$ cat config.mk
export PLATFORM = sky130hd
export DESIGN_NAME = instruction_queue
export DESIGN_NICKNAME = d
export VERILOG_FILES = /design/src/rtl/instruction_queue.sv
export SDC_FILE = /design/constraint.sdc
export NUM_CORES = 1
export LEC_CHECK = 0
export CORE_UTILIZATION = 52
export CTS_CLUSTER_SIZE = 20
export DETAILED_ROUTE_END_ITERATION = 10
export PLACE_DENSITY = 0.75
export SYNTH_ARGS = -nofsm -noshare
export SYNTH_HDL_FRONTEND = slang
export SYNTH_SLANG_ARGS = --single-unit
$ cat constraint.sdc
create_clock -name clock -period 7.56 [get_ports clock]
set_input_delay 1.89 -clock clock [delete_from_list [all_inputs] [get_ports clock]]
set_output_delay 1.89 -clock clock [all_outputs]
set_load 0.03 [all_outputs]
$ cat src/rtl/instruction_queue.sv
`default_nettype none
// +--------------------------------------------------------------------------+
// | instruction_queue : circular-buffer instruction FIFO that decodes the    |
// |   head entry into opcode / target_address fields.                        |
// | Optional macro INSTRUCTION_QUEUE_BYPASS_EN: empty-queue bypass path.     |
// | Revision: 1.0                                                            |
// +--------------------------------------------------------------------------+
module instruction_queue #(
   parameter int WIDTH    = 32,
   parameter int OPCODE_W = 6,
   parameter int DEPTH    = 4
) (
   input  logic                      clock,
   input  logic                      reset,
   input  logic                      flush,
   input  logic                      in_valid,
   output logic                      in_ready,
   input  logic [WIDTH-1:0]          in_instr,
   output logic                      out_valid,
   input  logic                      out_ready,
   output logic [OPCODE_W-1:0]       opcode,
   output logic [WIDTH-OPCODE_W-1:0] target_address,
   output logic [$clog2(DEPTH):0]    count
);

   localparam int AW = $clog2(DEPTH);
   localparam logic [AW:0] c_full = (AW+1)'(DEPTH);

   logic [WIDTH-1:0] r_mem [DEPTH];
   logic [AW-1:0]    r_wr_ptr;
   logic [AW-1:0]    r_rd_ptr;
   logic [AW:0]      r_count;

   logic             w_empty;
   logic             w_full;
   logic             w_bypass;
   logic             w_bypass_take;
   logic             w_push;
   logic             w_pop;
   logic [WIDTH-1:0] w_head;

   assign w_empty = (r_count == '0);
   assign w_full  = (r_count == c_full);

`ifdef INSTRUCTION_QUEUE_BYPASS_EN
   // An empty queue presents the incoming word directly to the consumer.
   assign w_bypass = w_empty && in_valid;
`else
   assign w_bypass = 1'b0;
`endif

   assign w_bypass_take = w_bypass && out_ready;
   assign w_head        = w_bypass ? in_instr : r_mem[r_rd_ptr];

   assign in_ready  = !w_full;
   assign out_valid = !w_empty || w_bypass;
   assign count     = r_count;

   // A bypassed word is consumed without touching storage or the pointers.
   assign w_push = in_valid && in_ready && !w_bypass_take;
   assign w_pop  = !w_empty && out_ready;

   assign opcode         = out_valid ? w_head[WIDTH-1 -: OPCODE_W]       : '0;
   assign target_address = out_valid ? w_head[WIDTH-OPCODE_W-1:0]        : '0;

   always_ff @(posedge clock or posedge reset) begin
      if (reset) begin
         r_wr_ptr <= '0;
         r_rd_ptr <= '0;
         r_count  <= '0;
         for (int i = 0; i < DEPTH; i++) begin
            r_mem[i] <= '0;
         end
      end else if (flush) begin
         // Storage contents are deliberately left intact on flush.
         r_wr_ptr <= '0;
         r_rd_ptr <= '0;
         r_count  <= '0;
      end else begin
         if (w_push) begin
            r_mem[r_wr_ptr] <= in_instr;
            r_wr_ptr        <= r_wr_ptr + 1'b1;
         end
         if (w_pop) begin
            r_rd_ptr <= r_rd_ptr + 1'b1;
         end
         if (w_push && !w_pop) begin
            r_count <= r_count + 1'b1;
         end else if (!w_push && w_pop) begin
            r_count <= r_count - 1'b1;
         end
      end
   end

endmodule
`default_nettype wire
==> run summary <==
- run status: complete, no violations
- io pins: 74
- sum of negative setup slack: 0 ns
- Placement Rows: 41
- fraction of the cycle the final worst path needs: 61.95%
- clk root buf: clkbuf_16
- maximum fanout encountered on the critical timing path: 29
- summed instance area of the synthesized netlist: 6960 um2
- die outline width: 117.7 um
- clock latency at the later pin of the worst-skew pair: 0.42 ns
- reported net switching power: 0.001110 W
- maximum count of clock buffers along a single path: 2
- core region area: 12,820 um2
- number of port buffers: 73
- final hold viol count: 0
- worst vdd ir: 228.0 uV
- final number of setup-violating endpoints: 0
- Detailed Place HPWL: 7.423 mm
- critical path type: reg2out
- Post-CTS Hold Fix Bufs: 0
- most frequent cells in the layout: 133 x dfrtp_1, 120 x mux2_4, 73 x clkdlybuf4s50_1
- fraction of layout cells with a size suffix above 1: 42.92%
- starting density of the core: 54.27%
- Arr. time, crit path: 2.79 ns
- clock network power share: 24.7%
- count of H-tree levels built during CTS: 4
- first-pass iteration count of the detailed router: 4
- worst slew margin relative to its limit: 34.33%
- sequential element share of the synthesized area: 48.53%
- count of different cell masters after synthesis: 35
- global router's overall resource usage: 21.32%
- unrepaired setup endpoints after global routing: no
- commonest non-fill, non-tap cell in the layout: dfrtp_1
- number of max-slew violations in the final report: 0
- synthesis-stage register bit count: 135
- Worst-path clk slew: 0.06 ns
- total overflow reported by the global router: 0
- drc violations: 0
- final net count: 516
- top flip-flop cell by instance count after synthesis: dfrtp_1
- number of global-route vias before repair: 4,065
- FF-to-FF path depth: 7
- WL per Instance: 20.06 um
- area enclosed by the die boundary: 13,850 um2
- RD Place Congestion: 0.7190
- syn_nets: 449
- worst hold slack: 0.5009 ns
- total chip power: 0.003569 W
- Sw Ratio: 31.11%
- Post-synth ARST share: 100.0%
- startpoint of the worst-slack reg-to-reg timing path: count[2]
- worst hold path startpoint: r_mem[62]
- Ys Warns: 0
- slew at the pin closest to its max-slew limit: 0.9851 ns
- upper clock frequency limit: 0.2135 GHz
- number of flops mapped to enable cells by yosys: 0
- required time of the critical path: 5.67 ns
- number of CTS-inserted buffers: 17
- Final Core Density: 64.27%
- final period demand of the worst path: 4.683 ns
- post-CTS repair timing setup buffer count: 0
- number of diodes added for antenna fixing: 0
- pin count of the biggest net entering global routing: 80
- terminus of the critical flop-to-flop path: count[2]
- Hold Path Sink: r_mem[62]
- element type at the critical path start: flip-flop
- vias post-DR: 3,615
- setup slack of the most critical reg-to-reg path: 5.29 ns
- class of the most critical hold timing path: reg2reg
- combinational share of power: 41.8%
- count of clock tree sinks: 135
- total detailed-routing wirelength: 13.22 mm
- wire length of the first global-routing pass: 22.65 mm
- Hold Path Stages: 1
- initial antenna violation count: 0
- post-cts resize count: 0
- synthesized area per cell: 17.10 um2
- cell count after synthesis: 407
- via density per instance: 5.486
- max-capacitance violation count: 0
- final clock skew: 0.006750 ns
- final worst setup slack: 2.877 ns
- first-iteration detailed-routing DRC count: 220
- pwr dens: 432.9 nW/um2
- DP Worst Slack: 3.264 ns
- internal power: 0.002459 W
- leakage power figure: 3.937 nW
- launching instance or port of the critical path: r_rd_ptr[0]
- clock tree from TritonCTS: done
- number of nets with antenna violations after routing: 0
- Seq pwr share: 33.5%
- synthesis-to-finish area growth: 18.43%
- die span in y: 117.7 um
- kind of end point of the critical path: output pin
## kinds of logic after synthesis
family                     count (synthesis)  share of synthesized area (%)
xor gates and xnor gates                   2                         0.2517
AOI/OAI and AO/OA                         13                          1.384
adders and majority gates                  5                          1.007
buffers and inverters                     37                          5.285
and+or+nand+nor                           52                          5.537
muxes                                    163                          38.00
DFF                                      135                          48.53
## cell usage after synthesis (all sizes together) (2+ instances only)
master / count / area [um2]
o21ai: 3 / 15.01
nor2: 9 / 33.78
and2b: 14 / 105.1
ha: 4 / 50.05
clkbuf: 6 / 22.52
dfrtp: 135 / 3378
nand3: 6 / 80.08
mux4: 32 / 720.7
xor2: 2 / 17.52
inv: 9 / 36.29
mux2: 130 / 1914
buf: 22 / 309.1
nor2b: 19 / 126.4
a21oi: 2 / 10.01
## critical path, stage by stage, from the launching register on
cell	delay (ns)
dfrtp_2	0.45
buf_4	0.56
mux4_2	0.57
and2b_1	0.19
clkdlybuf4s50_1	0.59
## cell type report
class                   count  area, um2
fillers                   920       4582
flip-flops and latches    135       3381
multi-input cells         235       3219
repair buffers             76      753.2
clock buffers              23      488.0
well taps                 172      215.2
clock inverters             9      145.1
inverters                   9      41.29
## flip-flops by register name (all words and copies together) (netlist names)
name / flops
r_mem: 128
count: 3
r_rd_ptr: 2
r_wr_ptr: 2
## power by group through the flow
stage          Combinational (W)  Sequential [W]  Clock (W)
6_report                 0.00149         0.00119   0.000882
5_1_grt                  0.00159         0.00123   0.000930
4_1_cts                  0.00151         0.00119   0.000895
3_5_place_dp             0.00150         0.00119          0
3_3_place_gp             0.00148         0.00118          0
2_1_floorplan            0.00115         0.00112          0
## per-stage QoR
step,area [um2],cells
after global placement,7610,627
final,8243,659
after detailed placement,7610,627
after floorplan,6960,407
after global routing,8243,659
after CTS,8243,659
## worst max-delay path by stage
stage / endpoint / slack, ns / cells after the start
final: target_address[0] / 2.88 / 4
after global routing: target_address[17] / 2.73 / 4
after CTS: target_address[0] / 2.82 / 4
after detailed placement: target_address[0] / 3.26 / 4
after global placement: target_address[1] / 3.28 / 4
after floorplan: count[0] / 2.06 / 1
## per-layer routing
layer	share of wire (%)	wire, um	global-route usage [%]	vias up
li1	-	-	-	1605
met1	47	6153	28.98	1931
met2	49	6494	33.35	65
met3	3.1	410	5.717	14
met4	1.2	161	6.731	0
met5	0	0	0	-
Note: power is estimated with default switching activity, not from simulation.
